File: src/rtl/multicycle_control_unit.sv
// Multicycle RV32I(+M) control FSM: FETCH/DECODE/EXEC/MEM/WB/MULWAIT/HALT sequencing.
// Strobes are decoded from the registered state, and rst forces them low without waiting for clk.
module multicycle_control_unit #(
  parameter int ENABLE_MUL  = 0,
  parameter int MUL_LATENCY = 4,
  parameter int MEM_TIMEOUT = 0
) (
  input  logic       clk,
  input  logic       rst,
  input  logic [4:0] opcode,
  input  logic       inst20,
  input  logic       funct7_0,
  input  logic       mem_ready,
  output logic       ir_write,
  output logic       pc_write,
  output logic       mem_read,
  output logic       mem_write,
  output logic       reg_write,
  output logic       ALU_src,
  output logic       mem_to_reg,
  output logic       branch,
  output logic       jal,
  output logic       jalr,
  output logic       auipc,
  output logic [1:0] ALU_op,
  output logic       retire,
  output logic       halted,
  output logic       illegal,
  output logic       mem_fault,
  output logic [2:0] state
);

  typedef enum logic [2:0] {
    FETCH   = 3'd0,
    DECODE  = 3'd1,
    EXEC    = 3'd2,
    MEM     = 3'd3,
    WB      = 3'd4,
    MULWAIT = 3'd5,
    HALT    = 3'd6
  } state_t;

  localparam logic [4:0] OP_LOAD   = 5'b00000;
  localparam logic [4:0] OP_STORE  = 5'b01000;
  localparam logic [4:0] OP_BRANCH = 5'b11000;
  localparam logic [4:0] OP_ARITHR = 5'b01100;
  localparam logic [4:0] OP_ARITHI = 5'b00100;
  localparam logic [4:0] OP_JALR   = 5'b11001;
  localparam logic [4:0] OP_JAL    = 5'b11011;
  localparam logic [4:0] OP_AUIPC  = 5'b00101;
  localparam logic [4:0] OP_LUI    = 5'b01101;
  localparam logic [4:0] OP_SYSTEM = 5'b11100;
  localparam logic [4:0] OP_FENCE  = 5'b00011;

  localparam logic [7:0] TIMEOUT_CNT = 8'(MEM_TIMEOUT);
  localparam logic [3:0] MUL_LOAD    = 4'(MUL_LATENCY - 1);

  state_t     cur_state;
  logic [4:0] op_q;
  logic       f7_q;
  logic [7:0] wait_cnt;
  logic [3:0] mul_cnt;
  logic       illegal_q;
  logic       fault_q;
  logic       timeout_hit;
  logic       is_nop;

  function automatic logic op_known(input logic [4:0] op);
    case (op)
      OP_LOAD, OP_STORE, OP_BRANCH, OP_ARITHR, OP_ARITHI,
      OP_JALR, OP_JAL, OP_AUIPC, OP_LUI:            op_known = 1'b1;
      default:                                      op_known = 1'b0;
    endcase
  endfunction

  assign timeout_hit = (MEM_TIMEOUT != 0) && !mem_ready && (wait_cnt == TIMEOUT_CNT);
  // inst20 only matters for SYSTEM, which is fully resolved in DECODE from the live input.
  assign is_nop      = ((opcode == OP_SYSTEM) && !inst20) || (opcode == OP_FENCE);

  always_ff @(posedge clk or posedge rst) begin
    if (rst) begin
      cur_state <= FETCH;
      op_q      <= '0;
      f7_q      <= 1'b0;
      wait_cnt  <= '0;
      mul_cnt   <= '0;
      illegal_q <= 1'b0;
      fault_q   <= 1'b0;
    end else begin
      case (cur_state)
        FETCH: begin
          if (mem_ready) begin
            cur_state <= DECODE;
          end else if (timeout_hit) begin
            cur_state <= HALT;
            fault_q   <= 1'b1;
          end else begin
            wait_cnt <= wait_cnt + 8'd1;
          end
        end
        DECODE: begin
          op_q <= opcode;
          f7_q <= funct7_0;
          if ((opcode == OP_SYSTEM) && inst20) begin
            cur_state <= HALT;
          end else if (is_nop) begin
            cur_state <= FETCH;
            wait_cnt  <= '0;
          end else if (!op_known(opcode)) begin
            cur_state <= HALT;
            illegal_q <= 1'b1;
          end else begin
            cur_state <= EXEC;
          end
        end
        EXEC: begin
          if ((op_q == OP_LOAD) || (op_q == OP_STORE)) begin
            cur_state <= MEM;
            wait_cnt  <= '0;
          end else if (op_q == OP_BRANCH) begin
            cur_state <= FETCH;
            wait_cnt  <= '0;
          end else if ((op_q == OP_ARITHR) && f7_q) begin
            if (ENABLE_MUL != 0) begin
              cur_state <= MULWAIT;
              mul_cnt   <= MUL_LOAD;
            end else begin
              cur_state <= HALT;
              illegal_q <= 1'b1;
            end
          end else begin
            cur_state <= WB;
          end
        end
        MEM: begin
          if (mem_ready) begin
            cur_state <= (op_q == OP_STORE) ? FETCH : WB;
            wait_cnt  <= '0;
          end else if (timeout_hit) begin
            cur_state <= HALT;
            fault_q   <= 1'b1;
          end else begin
            wait_cnt <= wait_cnt + 8'd1;
          end
        end
        MULWAIT: begin
          if (mul_cnt == 4'd0) cur_state <= WB;
          else                 mul_cnt   <= mul_cnt - 4'd1;
        end
        WB: begin
          cur_state <= FETCH;
          wait_cnt  <= '0;
        end
        HALT: cur_state <= HALT;
        default: begin
          cur_state <= HALT;
          illegal_q <= 1'b1;
        end
      endcase
    end
  end

  always_comb begin
    ir_write   = 1'b0;
    pc_write   = 1'b0;
    mem_read   = 1'b0;
    mem_write  = 1'b0;
    reg_write  = 1'b0;
    retire     = 1'b0;
    halted     = 1'b0;
    ALU_src    = 1'b0;
    mem_to_reg = 1'b0;
    branch     = 1'b0;
    jal        = 1'b0;
    jalr       = 1'b0;
    auipc      = 1'b0;
    ALU_op     = 2'b00;
    if (!rst) begin
      // Datapath selects stay valid from EXEC until the instruction commits.
      if ((cur_state == EXEC) || (cur_state == MEM) ||
          (cur_state == MULWAIT) || (cur_state == WB)) begin
        case (op_q)
          OP_LOAD:   begin ALU_src = 1'b1; mem_to_reg = 1'b1; end
          OP_STORE:  ALU_src = 1'b1;
          OP_BRANCH: begin branch = 1'b1; ALU_op = 2'b01; end
          OP_ARITHR: ALU_op = 2'b10;
          OP_ARITHI: begin ALU_src = 1'b1; ALU_op = 2'b10; end
          OP_JALR:   begin ALU_src = 1'b1; jalr = 1'b1; end
          OP_JAL:    jal = 1'b1;
          OP_AUIPC:  begin ALU_src = 1'b1; auipc = 1'b1; end
          OP_LUI:    begin ALU_src = 1'b1; ALU_op = 2'b11; end
          default:   ;
        endcase
      end
      case (cur_state)
        FETCH: begin
          mem_read = !timeout_hit;
          ir_write = mem_ready;
        end
        DECODE: begin
          pc_write = is_nop;
          retire   = is_nop;
        end
        EXEC: begin
          pc_write = (op_q == OP_BRANCH);
          retire   = (op_q == OP_BRANCH);
        end
        MEM: begin
          if (op_q == OP_STORE) begin
            mem_write = !timeout_hit;
            pc_write  = mem_ready;
            retire    = mem_ready;
          end else begin
            mem_read = !timeout_hit;
          end
        end
        WB: begin
          reg_write = 1'b1;
          pc_write  = 1'b1;
          retire    = 1'b1;
        end
        HALT:    halted = 1'b1;
        default: ;
      endcase
    end
  end

  assign illegal   = illegal_q;
  assign mem_fault = fault_q;
  assign state     = cur_state;

endmodule

File: config.mk
export PLATFORM = sky130hd
export DESIGN_NAME = multicycle_control_unit
export DESIGN_NICKNAME = d
export VERILOG_FILES = /design/src/rtl/multicycle_control_unit.sv
export SDC_FILE = /design/constraint.sdc
export NUM_CORES = 1
export LEC_CHECK = 0
export CORE_MARGIN = 5
export CORE_UTILIZATION = 30
export CTS_CLUSTER_DIAMETER = 50
export DETAILED_ROUTE_END_ITERATION = 12
export MAX_ROUTING_LAYER = met4
export PLACE_DENSITY = 0.66
export SYNTH_ARGS = -nofsm -noshare
export SYNTH_HDL_FRONTEND = slang
export SYNTH_SLANG_ARGS = --single-unit
File: constraint.sdc
create_clock -name clk -period 2.2 [get_ports clk]
set_input_delay 0.22 -clock clk [delete_from_list [all_inputs] [get_ports clk]]
set_output_delay 0.22 -clock clk [all_outputs]
set_load 0.03 [all_outputs]
* Word-level counts from Yosys, hierarchy flattened
Memory sizes are Yosys's and may differ from the RTL's.
Cells that the tools add are included.
** Storage, ports and cells
- Bits in registers :: 14
- Memory bits (read-only) :: 32
- Input bits :: 10
- Output and inout port bits :: 20
- Logic and storage cells :: 109
- Memories kept :: 1
** Cells by class
- Add/subtract/negate cells :: 1
- Eq/ne operators :: 25
- Multiplexer cells :: 57
- Bitwise logic cells :: 2
- Reductions and logical operators :: 18
** Memory list
- (name not given) :: depth 32, bits a word 1, read ports 1, clocked after memory_dff 0, wr ports 0, RTL line 69 : case (op)
** Operator list (number)
- $mux 1 :: 40
- $mux 3 :: 9
- $eq 5x5->1 const B :: 4
- $ne 2x2->1 const B :: 9
- $pmux 3 s6 :: 1
- $eq 5x4->1 const B :: 3
- $eq 5x3->1 const B :: 2
- $eq 3x3->1 const B :: 3
- $reduce_and 7->1 :: 1
- $eq 3x2->1 const B :: 2
- $mux 2 :: 3
- $pmux 2 s3 :: 1
- $reduce_or 6->1 :: 1
- $eq 5x2->1 const B :: 1
- $logic_not 5->1 :: 1
- $logic_or 1x1->1 :: 5
- $reduce_or 5->1 :: 1
- $logic_not 4->1 :: 1
- $pmux 1 s4 :: 1
- $sub 4x1->4 const B :: 1
- $eq 3x1->1 const B :: 1
- $logic_and 1x1->1 :: 3
- $logic_not 3->1 :: 1
- $pmux 1 s3 :: 1
- 6 further kinds :: 7

* Depth between registers and ports, before layout
- Word-level depth :: 10
- Depth in mapped cells :: 6
- Mapped depth without buffers :: 5

* Worst setup path before layout
No wires, ideal clock.
- Path type :: register -> output
- Start point :: reg cur_state[1], in the netlist state[1]
- End point :: out auipc
- Data arrival time :: 2160 ps
- Data required time :: 1980 ps
- Setup slack :: -180 ps
- Cell stages (with the launch flop) :: 6
- Buffers on the path :: 1
- Cells stage by stage :: dfrtp_1 clkbuf_1 nor2b_1 o21ai_0 nand2b_1 nor4_1
** Between the ends
- Cells in the longest elaborated chain, start to end :: 6
- Elaborated cells on any way between the ends :: 9
- Those cells by class :: eq/ne (4); mux (2); reduce/logical (3)
** Ends and longest elaborated chain
- start: declaration :: RTL line 58 : state_t cur_state;
- start signal: assignment :: RTL line 137 : cur_state <= (op_q == OP_STORE) ? FETCH : WB;
- $eq 3x2->1 :: RTL line 180 : if ((cur_state == EXEC) || (cur_state == MEM) ||
- $logic_or 1x1->1 (2 in series) :: RTL line 180
- $logic_or 1x1->1 (*) :: RTL line 181 : (cur_state == MULWAIT) || (cur_state == WB)) begin
- $mux 1 (*) :: RTL line 180
- $mux 1 (*) :: RTL line 178 : if (!rst) begin
- end: declaration :: RTL line 24 : output logic auipc,
Mark *: on every way between the ends. The rest lies on a longest branch, timed or not.

* Final worst setup path
- Start point :: in opcode[0]
- End point :: out retire
** Between the ends
- Cells in the longest elaborated chain, start to end :: 5
- Elaborated cells on any way between the ends :: 6
- Those cells by class :: eq/ne (2); mux (2); reduce/logical (2)
** Ends and longest elaborated chain
- start: declaration :: RTL line 10 : input logic [4:0] opcode,
- $eq 5x5->1 :: RTL line 78 : assign is_nop = ((opcode == OP_SYSTEM) && !inst20) || (opcode == OP_FENCE);
- $logic_and 1x1->1 :: RTL line 78
- $logic_or 1x1->1 (*) :: RTL line 78
- $pmux 1 s4 (*) :: RTL line 195 : case (cur_state)
- $mux 1 (*) :: RTL line 178
- end: declaration :: RTL line 26 : output logic retire,
Marks and branches as above.

==> summary.md <==
| Metric | Value |
|---|---|
| Outcome | `complete, no violations` |
| Num ports | `30` |
| Main flop type after synthesis | `dfrtp_1` |
| XOR/XNOR Fraction of Synth Area | `1.64%` |
| Int Power | `0.965 mW` |
| DP Cell Count | `214` |
| Required @ worst endpoint | `1.98 ns` |
| Global-route wire length before repair | `5.17 mm` |
| Full die area | `4850 µm²` |
| Routed Antenna Nets | `0` |
| Mux contribution to synthesized area | `5.28%` |
| Largest net degree at the start of global routing | `16` |
| Core Util, Final | `48.2%` |
| DRC viols | `0` |
| Width of the die | `69.6 µm` |
| H-tree lvl count | `1` |
| Number of I/O port buffers | `28` |
| Via count | `1149` |
| GPL Wtd Cong | `0.831` |
| Fin. Hold Viols | `0` |
| Distinct cells, synth | `44` |
| LEAKAGE | `0.692 nW` |
| Root Driver | `clkbuf_4` |
| Crit path launch type | `primary input` |
| Clock Power Share | `7.8%` |
| Critical-path cell list | `clkdlybuf4s50_1 > buf_4 > nor2_1 > or4bb_1 > a21boi_2 > o31a_1 > buf_6` |
| Syn Nets | `142` |
| Post-synth EDFFs | `0` |
| Share of cells above drive strength 1 | `36.0%` |
| Core box area | `3390 µm²` |
| Die Y | `69.6 µm` |
| Post-route cell area | `1630 µm²` |
| DP Area | `1490 µm²` |
| Clk_skew | `0.00275 ns` |
| P per Cell Area | `1110 nW/µm²` |
| Simple-Gate Fraction of Synth Area | `33.1%` |
| Detail Placement HPWL | `2.35 mm` |
| Crit path kind | `in2out` |
| Main combinational cell family by area after synthesis | `simple AND/OR/NAND/NOR gates` |
| Final Max Tran Viols | `0` |
| Starting Density | `31.5%` |
| Max stage delay cell, worst path | `or4bb_1` |
| Non-filler cells, final | `224` |
| Wire length per cell | `13.9 µm` |
| Max-cap viol count | `0` |
| Global route total overflow | `0` |
| Vias in the first global route | `1124` |
| Synth Area per Inst | `8.14 µm²` |
| Critical Path End Type | `output port` |
| Seq cells post-synth | `14` |
| Asr flop ratio synth | `100%` |
| CTS Sinks | `14` |
| Reg power frac | `24.0%` |
| Aggregate global-route resource usage | `13.2%` |
| Routed WL | `3.11 mm` |
| Net Switching | `0.849 mW` |
| Min Tclk post-route | `2.15 ns` |
| Unrepaired setup endpoints after global routing | `yes` |
| Period utilization | `97.7%` |
| Adder and majority cell fraction of the synthesized area | `1.17%` |
| Hold Path Class | `in2reg` |
| Gate Count Post-Synth | `131` |
| CTS Buf Count | `3` |
| Maximum vdd ir drop | `405 µV` |
| Post-synthesis sequential area ratio | `32.9%` |
| Core Rows | `21` |
| Final nets | `191` |
| DRT iter0 DRCs | `63` |
| Cell area after synthesis | `1070 µm²` |
| Complex-gate fraction of the synthesized area | `17.8%` |
| Gate power share | `68.2%` |
| Antenna violations before repair | `0` |
| FMAX | `465 MHz` |
| Clk_lat worst skew | `0.27 ns` |
| Layout area overhead | `53.2%` |
| CTS max path bufs | `2` |
| Vias/cell | `5.13` |
| Arr. time, crit path | `1.93 ns` |
| Switching Share | `46.8%` |
| Total power | `1.81 mW` |
| Clk slew on worst S/H paths | `0.08 ns` |
| Number of inserted diodes | `0` |
| CTS tree | `built` |
| Crit-path max cell delay | `0.46 ns` |
| Final setup viols | `0` |
| Yosys warns | `0` |
| Maximum net fanout on the critical path | `4` |
| Pre-antenna DRT Iters | `4` |
final cells by class:
class,count,area [µm²]
fillers,320,1760
multi-input cells,99,706
repair buffers,54,463
flip-flops and latches,14,354
well taps,46,57.6
inverters,8,30.0
clock buffers,3,22.5
stage by stage:
step           setup TNS (ns)  setup slack, ns  hold WS (ns)
2_1_floorplan         -0.0783          -0.0191         0.123
3_3_place_gp          -0.0195         -0.00986         0.481
3_5_place_dp          -0.0227          -0.0114         0.494
4_1_cts                     0          0.00355         0.441
5_1_grt               -0.0457          -0.0173         0.318
6_report                    0           0.0513         0.325
cells in the final DEF (no fill, tap or decap), types with 2 or more instances in the layout:
cell             instances
a21oi_1                  5
dfrtp_2                  3
o21ai_0                  9
and3_1                   2
buf_6                    3
nand2b_1                 5
dlymetal6s2s_1           2
nor4_1                   4
nor2b_1                  2
nor3_2                   3
inv_1                    7
nor2_1                  12
clkbuf_4                 3
buf_4                   34
nand2_1                 11
nand4_1                  2
nor3_1                   5
clkdlybuf4s50_1         14
or3_4                    2
mux2_2                   5
nor4_2                   2
dfrtp_1                 11
a211oi_1                 3
nand3_1                  2
power by group through the flow:
stage / clock, mW / combinational, mW / sequential, mW
after floorplan: 0 / 0.699 / 0.444
after global placement: 0 / 1.05 / 0.437
after detailed placement: 0 / 1.07 / 0.442
after CTS: 0.145 / 1.09 / 0.438
after global routing: 0.159 / 1.34 / 0.454
final: 0.141 / 1.24 / 0.435
worst max-delay path: cells and delay by family:
family / cells / cell delay (ns)
buffers and inverters: 3 / 0.72
and+or+nand+nor: 2 / 0.59
AOI/OAI and AO/OA: 2 / 0.39
path summary, 6_finish.rpt:
| kind | slack, ns | start | to | cells after the start |
|---|---|---|---|---|
| max in group asynchronous | 1.56 | rst | state[0] | 3 |
| worst min-delay path | 0.32 | opcode[3] | op_q[3] | 2 |
| worst max register to register | 0.44 | op_q[0] | state[2] | 5 |
| worst min register to register | 0.50 | mul_cnt[3] | mul_cnt[3] | 1 |
| min in group asynchronous | 0.45 | rst | mul_cnt[3] | 3 |
| worst max-delay path | 0.05 | opcode[0] | retire | 7 |
layer usage:
layer | wire length [µm] | vias to the layer above | global-route usage (%) | part of all wire (%)
li1 | - | 570 | - | -
met1 | 1440 | 547 | 16.7 | 46
met2 | 1510 | 28 | 21.0 | 48
met3 | 123 | 4 | 1.16 | 4.0
met4 | 45 | 0 | 6.81 | 1.4
met5 | 0 | - | - | 0
state kept, by name (all words and copies together), names as in the netlist:
register	flops
state	3
op_q	5
mul_cnt	4
f7_q	1
illegal	1
kinds of logic (layout without fill, tap and decap cells):
family / Yosys count / count (layout)
and+or+nand+nor: 63 / 63
AOI/OAI and AO/OA: 27 / 27
buffers and inverters: 18 / 65
DFF: 14 / 14
muxes: 5 / 5
xor gates and xnor gates: 2 / 2
adders and majority gates: 1 / 1
other: 1 / 1
synth_stat cells (2+ instances only):
library cell	instances	area, µm²
buf_4	2	15.0
or3_1	2	12.5
nor2b_1	2	12.5
clkbuf_1	7	26.3
nand2b_1	6	37.5
mux2_2	5	56.3
nor2_1	12	45.0
inv_1	7	26.3
nor3b_1	2	15.0
o21ai_0	9	45.0
a21oi_1	5	25.0
dfrtp_1	14	350
nor4_1	6	37.5
nor3_1	7	35.0
nand3_1	2	10.0
and3_1	2	12.5
a211oi_1	3	22.5
nand2_1	11	41.3
nand4_1	2	12.5
what timing repair did:
item	CTS	global route
hold buffers	0	0
cloned	0	0
endpoints found under the setup margin	6	10
setup buffers	0	7
pin swaps	1	4
resized for setup	8	11
Power figures use the tool's default switching activity.
